**config.mk**
```make
export PLATFORM = sky130hd
export DESIGN_NAME = sm4_out_serializer
export DESIGN_NICKNAME = d
export VERILOG_FILES = /design/src/rtl/sm4_out_serializer.sv
export SDC_FILE = /design/constraint.sdc
export NUM_CORES = 1
export LEC_CHECK = 0
export ABC_AREA = 1
export BUFFER_PORTS_ARGS = -buffer_cell sky130_fd_sc_hd__buf_2
export CAP_MARGIN = 20
export CORE_MARGIN = 4
export CORE_UTILIZATION = 61
export DETAILED_ROUTE_END_ITERATION = 8
export GPL_ROUTABILITY_DRIVEN = 0
export HOLD_SLACK_MARGIN = 0.12
export PLACE_DENSITY = 0.85
export SYNTH_ARGS = -nofsm -noshare
export SYNTH_HDL_FRONTEND = slang
export SYNTH_SLANG_ARGS = --single-unit
```
**constraint.sdc**
```tcl
create_clock -name CLK_i -period 15.8 [get_ports CLK_i]
set_clock_uncertainty 0.1 [all_clocks]
set_input_delay 3.16 -clock CLK_i [delete_from_list [all_inputs] [get_ports CLK_i]]
set_output_delay 3.16 -clock CLK_i [all_outputs]
set_load 0.05 [all_outputs]
```
**src/rtl/sm4_out_serializer.sv**
```systemverilog
// Buffers 128-bit SM4 result blocks in a small FIFO and streams them out as
// 32-bit words (MSW first) over a valid/ready handshake. Define SM4_SER_LAST_EN to add LAST_o.
module sm4_out_serializer #(
  parameter int DEPTH = 2
) (
  input  logic         CLK_i,
  input  logic         RST_N_i,
  input  logic [127:0] DAT_i,
  input  logic         DAT_VALID_i,
  output logic [31:0]  WORD_o,
  output logic         WORD_VALID_o,
  input  logic         WORD_READY_i,
  output logic         FULL_o,
  output logic         OVF_o
`ifdef SM4_SER_LAST_EN
  ,
  output logic         LAST_o
`endif
);

  localparam int PTR_W = $clog2(DEPTH);
  localparam int CNT_W = PTR_W + 1;

  typedef enum logic {
    ST_EMPTY,
    ST_SEND
  } state_t;

  logic [127:0]     mem [DEPTH];
  logic [PTR_W-1:0] wr_ptr;
  logic [PTR_W-1:0] rd_ptr;
  logic [CNT_W-1:0] count;
  logic [CNT_W-1:0] count_nxt;
  logic [1:0]       word_idx;
  state_t           state;

  logic xfer;
  logic pop;
  logic push;
  logic drop;

  assign xfer = WORD_VALID_o && WORD_READY_i;
  assign pop  = xfer && (word_idx == 2'd3);
  // A full FIFO still accepts a block when the head leaves in the same cycle.
  assign push = DAT_VALID_i && (!FULL_o || pop);
  assign drop = DAT_VALID_i && FULL_o && !pop;

  assign count_nxt = count + CNT_W'(push) - CNT_W'(pop);

  // NOTE: the block storage has no reset; the pointers and count alone
  // decide which entries are meaningful, so clearing wide data buys nothing.
  always_ff @(posedge CLK_i) begin
    if (push) mem[wr_ptr] <= DAT_i;
  end

  // NOTE: all state below uses non-blocking assignments so every register
  // samples the pre-edge values, independent of statement order.
  always_ff @(posedge CLK_i or negedge RST_N_i) begin
    if (!RST_N_i) begin
      state        <= ST_EMPTY;
      wr_ptr       <= '0;
      rd_ptr       <= '0;
      count        <= '0;
      word_idx     <= 2'd0;
      WORD_VALID_o <= 1'b0;
      FULL_o       <= 1'b0;
      OVF_o        <= 1'b0;
    end else begin
      if (push) wr_ptr <= wr_ptr + PTR_W'(1);
      if (pop)  rd_ptr <= rd_ptr + PTR_W'(1);
      count  <= count_nxt;
      FULL_o <= (count_nxt == CNT_W'(DEPTH));
      if (drop) OVF_o <= 1'b1;

      case (state)
        ST_EMPTY: begin
          word_idx <= 2'd0;
          if (count_nxt != '0) begin
            state        <= ST_SEND;
            WORD_VALID_o <= 1'b1;
          end
        end
        ST_SEND: begin
          // Index wraps 3 -> 0 on the popping transfer, ready for the next head.
          if (xfer) word_idx <= word_idx + 2'd1;
          if (count_nxt == '0) begin
            state        <= ST_EMPTY;
            WORD_VALID_o <= 1'b0;
          end
        end
        default: begin
          state        <= ST_EMPTY;
          WORD_VALID_o <= 1'b0;
        end
      endcase
    end
  end

  // NOTE: the default assignment up front keeps this block free of latches.
  always_comb begin
    WORD_o = '0;
    if (WORD_VALID_o) begin
      case (word_idx)
        2'd0:    WORD_o = mem[rd_ptr][127:96];
        2'd1:    WORD_o = mem[rd_ptr][95:64];
        2'd2:    WORD_o = mem[rd_ptr][63:32];
        default: WORD_o = mem[rd_ptr][31:0];
      endcase
    end
  end

`ifdef SM4_SER_LAST_EN
  assign LAST_o = WORD_VALID_o && (word_idx == 2'd3);
`endif

endmodule

```
# --- Word-level counts from Yosys, hierarchy flattened ---
# Memories as Yosys holds them, arrays and structs flattened.
# Cells that the tools add are included.
word_totals:
  reg_bits: 10
  ram_bits: 256
  inputBits: 132
  out_inout_bits: 35
  elab_cells: 46
  n_memories: 1
mem_list:
  columns: ["name", "depth", "width", "read_ports", "rd_ports_with_merged_regs", "wr", "line_no", "rtl"]
  rows:
  - ["mem", 2, 128, 1, 0, 1, "29", "logic [127:0] mem [DEPTH];"]
classes:
  addsub: 5
  n_eq_ne: 7
  mux: 12
  bitwise: 1
  reduce_logical: 12
op_table:
  columns: ["cell", "count"]
  rows:
  - ["$pmux 32 s3", 1]
  - ["$mux 32", 1]
  - ["$eq 2x2->1 const B", 3]
  - ["$mux 1", 6]
  - ["$logic_and 1x1->1", 5]
  - ["$logic_not 2->1", 2]
  - ["$ne 2x1->1 const B", 2]
  - ["$pmux 1 s2", 2]
  - ["$pmux 2 s2", 1]
  - ["$add 1x1->1 const B", 2]
  - ["$add 2x1->2", 1]
  - ["$add 2x1->2 const B", 1]
  - ["$eq 2x1->1 const B", 1]
  - ["$logic_not 1->1", 2]
  - ["$mux 2", 1]
  - ["$ne 2x2->1 const B", 1]
  - ["$reduce_and 2->1", 1]
  - ["$reduce_bool 2->1", 1]
  - ["$sub 2x1->2", 1]
  - ["$logic_or 1x1->1", 1]
  - ["$not 1->1", 1]

# --- Logic depth before layout (Yosys ltp) ---
depth:
  depth_word: 9
  ltp_mapped: 17
  depth_no_buf: 16

# --- Worst setup path after synthesis ---
# Ideal clock, no wire load.
synth_path:
  path_kind: "input -> register"
  start: "in WORD_READY_i"
  end: "mem mem[1][0] (enable)"
  arrival_time_ns: 8.858
  required_ns: 15.084
  slack_ns: 6.226
  stages: 6
  path_cell_list: "nand2_1 > inv_1 > nand2_2 > nand2_1 > nand2_1 > nor2_1"
synth_via:
  elab_chain_cells: 6
synth_lines:
  columns: ["element", "line_no", "rtl"]
  rows:
  - ["from (decl)", "12", "input logic WORD_READY_i,"]
  - ["$logic_and 1x1->1", "42", "assign xfer = WORD_VALID_o && WORD_READY_i;"]
  - ["$logic_and 1x1->1", "43", "assign pop = xfer && (word_idx == 2'd3);"]
  - ["$logic_or 1x1->1", "45", "assign push = DAT_VALID_i && (!FULL_o || pop);"]
  - ["$logic_and 1x1->1", "45", null]
  - ["$mux 1", "53", "if (push) mem[wr_ptr] <= DAT_i;"]
  - ["$mux 1 (not written as such)", "53", null]
  - ["to (decl)", "29", null]
# Every way passes these cells.

# --- Worst setup path in the final report ---
layout_path:
  start: "reg word_idx[0]"
  end: "out WORD_o[2]"
layout_via:
  elab_chain_cells: 3
  elab_cells_between_ends: 5
  classes_between: "2 x eq/ne; 2 x mux; 1 x reduce/logical"
layout_lines:
  columns: ["element", "line_no", "rtl"]
  rows:
  - ["from (decl)", "34", "logic [1:0] word_idx;"]
  - ["from (signal assigned)", "85", "if (xfer) word_idx <= word_idx + 2'd1;"]
  - ["$eq 2x2->1 (tied with other cells)", "103", "case (word_idx)"]
  - ["$pmux 32 s3 (*)", "103", null]
  - ["$mux 32 (*)", "102", "if (WORD_VALID_o) begin"]
  - ["to (decl)", "10", "output logic [31:0] WORD_o,"]
# Mark *: on every way between the ends. The rest lies on a longest branch, timed or not.

==> results.txt <==
----------------------------------------------------
[Status]
  Run status ... finished, final reports clean

[Worst setup path]
  Reg2reg path depth ... 7
  Reg-to-reg slack, setup ... 12.44 ns
  Critical path data arrival time ... 3.15 ns
  Type of element capturing the critical path ... primary output
  Source of the worst register-to-register timing path ... WORD_VALID_o
  Largest fanout on the critical path ... 36
  Worst reg2reg endpoint ... mem[0][37]
  Worst setup path category ... reg2out
  Startpoint type of the worst setup path ... flip-flop
  Worst path required time ... about 13 ns
  First element of the critical path ... word_idx[0]

[Synthesis]
  Yosys top cell area share ... 69.1%
  Syn Std Cell Area ... 0.0111 sq mm
  Number of warnings printed during yosys synthesis ... 0
  Most frequently used cell type in the post-synthesis netlist ... sky130_fd_sc_hd__nand2_1
  Top cell types by occurrence after synthesis ... 395 x sky130_fd_sc_hd__nand2_1, 256 x sky130_fd_sc_hd__edfxtp_1, 77 x sky130_fd_sc_hd__inv_1, 50 x sky130_fd_sc_hd__a21oi_1, 46 x sky130_fd_sc_hd__a21oi_2
  Register area share after synthesis ... 71.4%
  Share of flip-flops with an asynchronous set or reset after synthesis ... between 3 and 4%
  Count of flip-flops with a built-in enable after synthesis ... 256
  Yosys reg bits ... 266
  Number of cells produced by synthesis ... just over 900
  Cell type with the largest total area after synthesis ... sky130_fd_sc_hd__edfxtp_1
  Post-Syn Nets ... 1076
  Most area-consuming cells after synthesis ... sky130_fd_sc_hd__edfxtp_1 69%, sky130_fd_sc_hd__nand2_1 13%, sky130_fd_sc_hd__a21oi_2 3.6%, sky130_fd_sc_hd__inv_1 2.6%, sky130_fd_sc_hd__a21oi_1 2.3%
  Average cell area after synthesis ... around 12 sq um
  Most instantiated flip-flop cell in the synthesis netlist ... sky130_fd_sc_hd__edfxtp_1
  Number of distinct library cells after synthesis ... 21

[Placed design]
  I/O Buffers ... about 170
  Placement-stage worst setup slack ... 9.90 ns
  DP HPWL ... 14600 um
  Placed Cells incl. Taps ... 1293

[CTS]
  Clock-pin transition on the worst setup and hold timing paths ... 0.06 ns
  Clock sink count ... roughly 270
  Hold-fix buffers, CTS ... 0
  Count of buffers added by post-CTS timing repair for setup ... 0
  Clock root buffer master ... sky130_fd_sc_hd__clkbuf_16
  CTS tree ... done
  Total number of H-tree levels ... 1
  PostCTS Resize Cnt ... 0
  Clock Latency Late Sink ... 0.51 ns
  Maximum count of clock buffers along a single path ... 3
  Number of CTS-inserted buffers ... 27

[Routing]
  Residual DRC count ... 0
  Final WL ... 23200 um
  Drt first pass iters ... 5
  DR vias ... 7063
  ANT nets after route ... 0
  Wire length per cell ... 17.3 um
  Per-cell via count in the routed design ... around 5.3
  Detailed Route Iter0 Violations ... 556

[Floorplan]
  Site Rows ... 49
  CORE AREA ... between 0.015 and 0.02 sq mm
  Die W ... 143 um
  Number of placed I/O pins ... 167
  Initial Utilization ... 61.9%
  Vertical die dimension ... 143 um
  Die Area ... 0.0205 sq mm

[Cells and area]
  # nets final ... 1234
  Ratio of cells with drive above 1 in the final layout ... 24.1%
  Synthesis-to-finish area growth ... 14.3%
  Post-Layout Cell Count ... 1340

[GRT]
  Final global-route overflow total ... 0
  Via count of the first global-routing pass ... approximately 7000
  Total global-route track usage ... a little under a quarter
  Gr busiest metal ... met2
  Maximum number of pins on one net before global-route repair ... 76
  Fraction of met2 tracks used by global routing ... between 30% and 40%
  First-pass GRT wire length ... between 30000 and 40000 um
  Number of antenna violations at the first check in global routing ... 4
  Met1 GRT Util ... about 30%
  Met3 track demand over resource in global routing ... 4.86%

[Timing]
  Transition time at the pin with the least slew margin ... roughly 1.0 ns
  Worst slew margin ... 30.2%
  Setup-violating endpoint count in the final report ... 0
  PnR worst setup slack ... 9.39 ns
  Share of the cycle needed by the critical path after routing ... 40.6%
  Hold violation count in the final report ... 0
  Max Fclk ... 156 MHz
  Post-route minimum period ... 6.41 ns
  Total negative slack ... 0 ns
  Final Max Tran Viols ... 0
  Unrepaired setup endpoints after global routing ... no

[Worst hold path]
  Source of the worst hold timing path ... OVF_o
  Depth of the worst hold-timing path ... 1
  Hold path endpoint ... OVF_o
  Worst min-delay path category ... reg2reg

[Flow run]
  Max-cap violation count ... 0

[Power and ir drop]
  Power per Cell Area ... 190 mW/mm^2
  Leak Pwr ... 0.00531 uW
  Peak supply drop ... 0.000132 V

----------------------------------------------------
-- report_power, final --
| group | internal [uW] | total [uW] | switching, uW |
|---|---|---|---|
| combinational | 216 | 858 | 642 |
| sequential | 948 | 993 | 45.2 |
| clock | 327 | 567 | 240 |
-- cell type report --
cell class | count | area (sq um)
fillers | 1211 | 5250
clock inverters | 14 | 92.6
multi-input cells | 545 | 2500
flip-flops and latches | 266 | 7940
well taps | 229 | 287
inverters | 78 | 295
diodes | 1 | 2.50
repair buffers | 175 | 898
clock buffers | 32 | 694
-- placed cells by master (no fill, tap or decap), drive strengths merged --
master	Yosys	layout
buf	44	175
nor2	2	2
nand2	396	396
xor2	1	1
inv	78	78
clkbuf	2	32
diode	0	1
bufinv	0	1
clkinvlp	0	1
o21ai	3	3
edfxtp	256	256
ha	9	9
clkinv	0	12
nand3	35	35
a31o	1	1
or2	1	1
dfrtp	10	10
xnor2	1	1
a21oi	96	96
-- metrics by stage --
step | power [uW] | area (sq um) | utilization, % | hold slack (ns)
floorplan | 1710 | 11100 | - | 0.342
global placement | 1850 | 11900 | 66.4 | 0.347
detailed placement | 1870 | 11900 | 66.4 | 0.356
CTS | 2430 | 12700 | 70.7 | 0.371
global route | 2560 | 12700 | 70.7 | 0.392
finish | 2420 | 12700 | 70.8 | 0.367
-- worst max path at each step --
stage | cells past startpoint | end
6_report | 10 | WORD_o[2]
5_1_grt | 10 | WORD_o[2]
4_1_cts | 10 | WORD_o[2]
3_5_place_dp | 10 | WORD_o[2]
3_3_place_gp | 10 | WORD_o[2]
2_1_floorplan | 6 | mem[1][0]
-- critical path, cell delays in order (launching register included) --
cell and delay, ns:
sky130_fd_sc_hd__dfrtp_1 0.43, sky130_fd_sc_hd__inv_1 0.14, sky130_fd_sc_hd__ha_2 0.65, sky130_fd_sc_hd__buf_4 0.50, sky130_fd_sc_hd__nand2_1 0.10, sky130_fd_sc_hd__nand2_1 0.08
sky130_fd_sc_hd__inv_1 0.04, sky130_fd_sc_hd__nand2_1 0.04, sky130_fd_sc_hd__nand2_1 0.08, sky130_fd_sc_hd__a21oi_1 0.23, sky130_fd_sc_hd__buf_2 0.32
-- sequential cells by signal, summed over array words and instances (netlist names) --
name          count
FULL_o            1
OVF_o             1
WORD_VALID_o      1
count             2
mem             256
rd_ptr            1
state             1
word_idx          2
wr_ptr            1
-- kinds of logic (layout without fill, tap and decap cells) --
logic type      after synthesis  in the layout  synth area share (%)
buf+inv                     124            299                  6.26
xor+xnor                      2              2                 0.158
fa+ha+maj                     9              9                  1.01
other cells                   0              1                     0
simple gates                434            434                  15.1
compound gates              100            100                  6.09
flops                       266            266                  71.4
-- metal layers --
metal	vias to the layer above	part of all wire, %
li1	3425	-
met1	3306	39
met2	282	50
met3	42	8.7
met4	8	2.1
met5	-	0.17
Note: power is estimated with default switching activity, not from simulation.
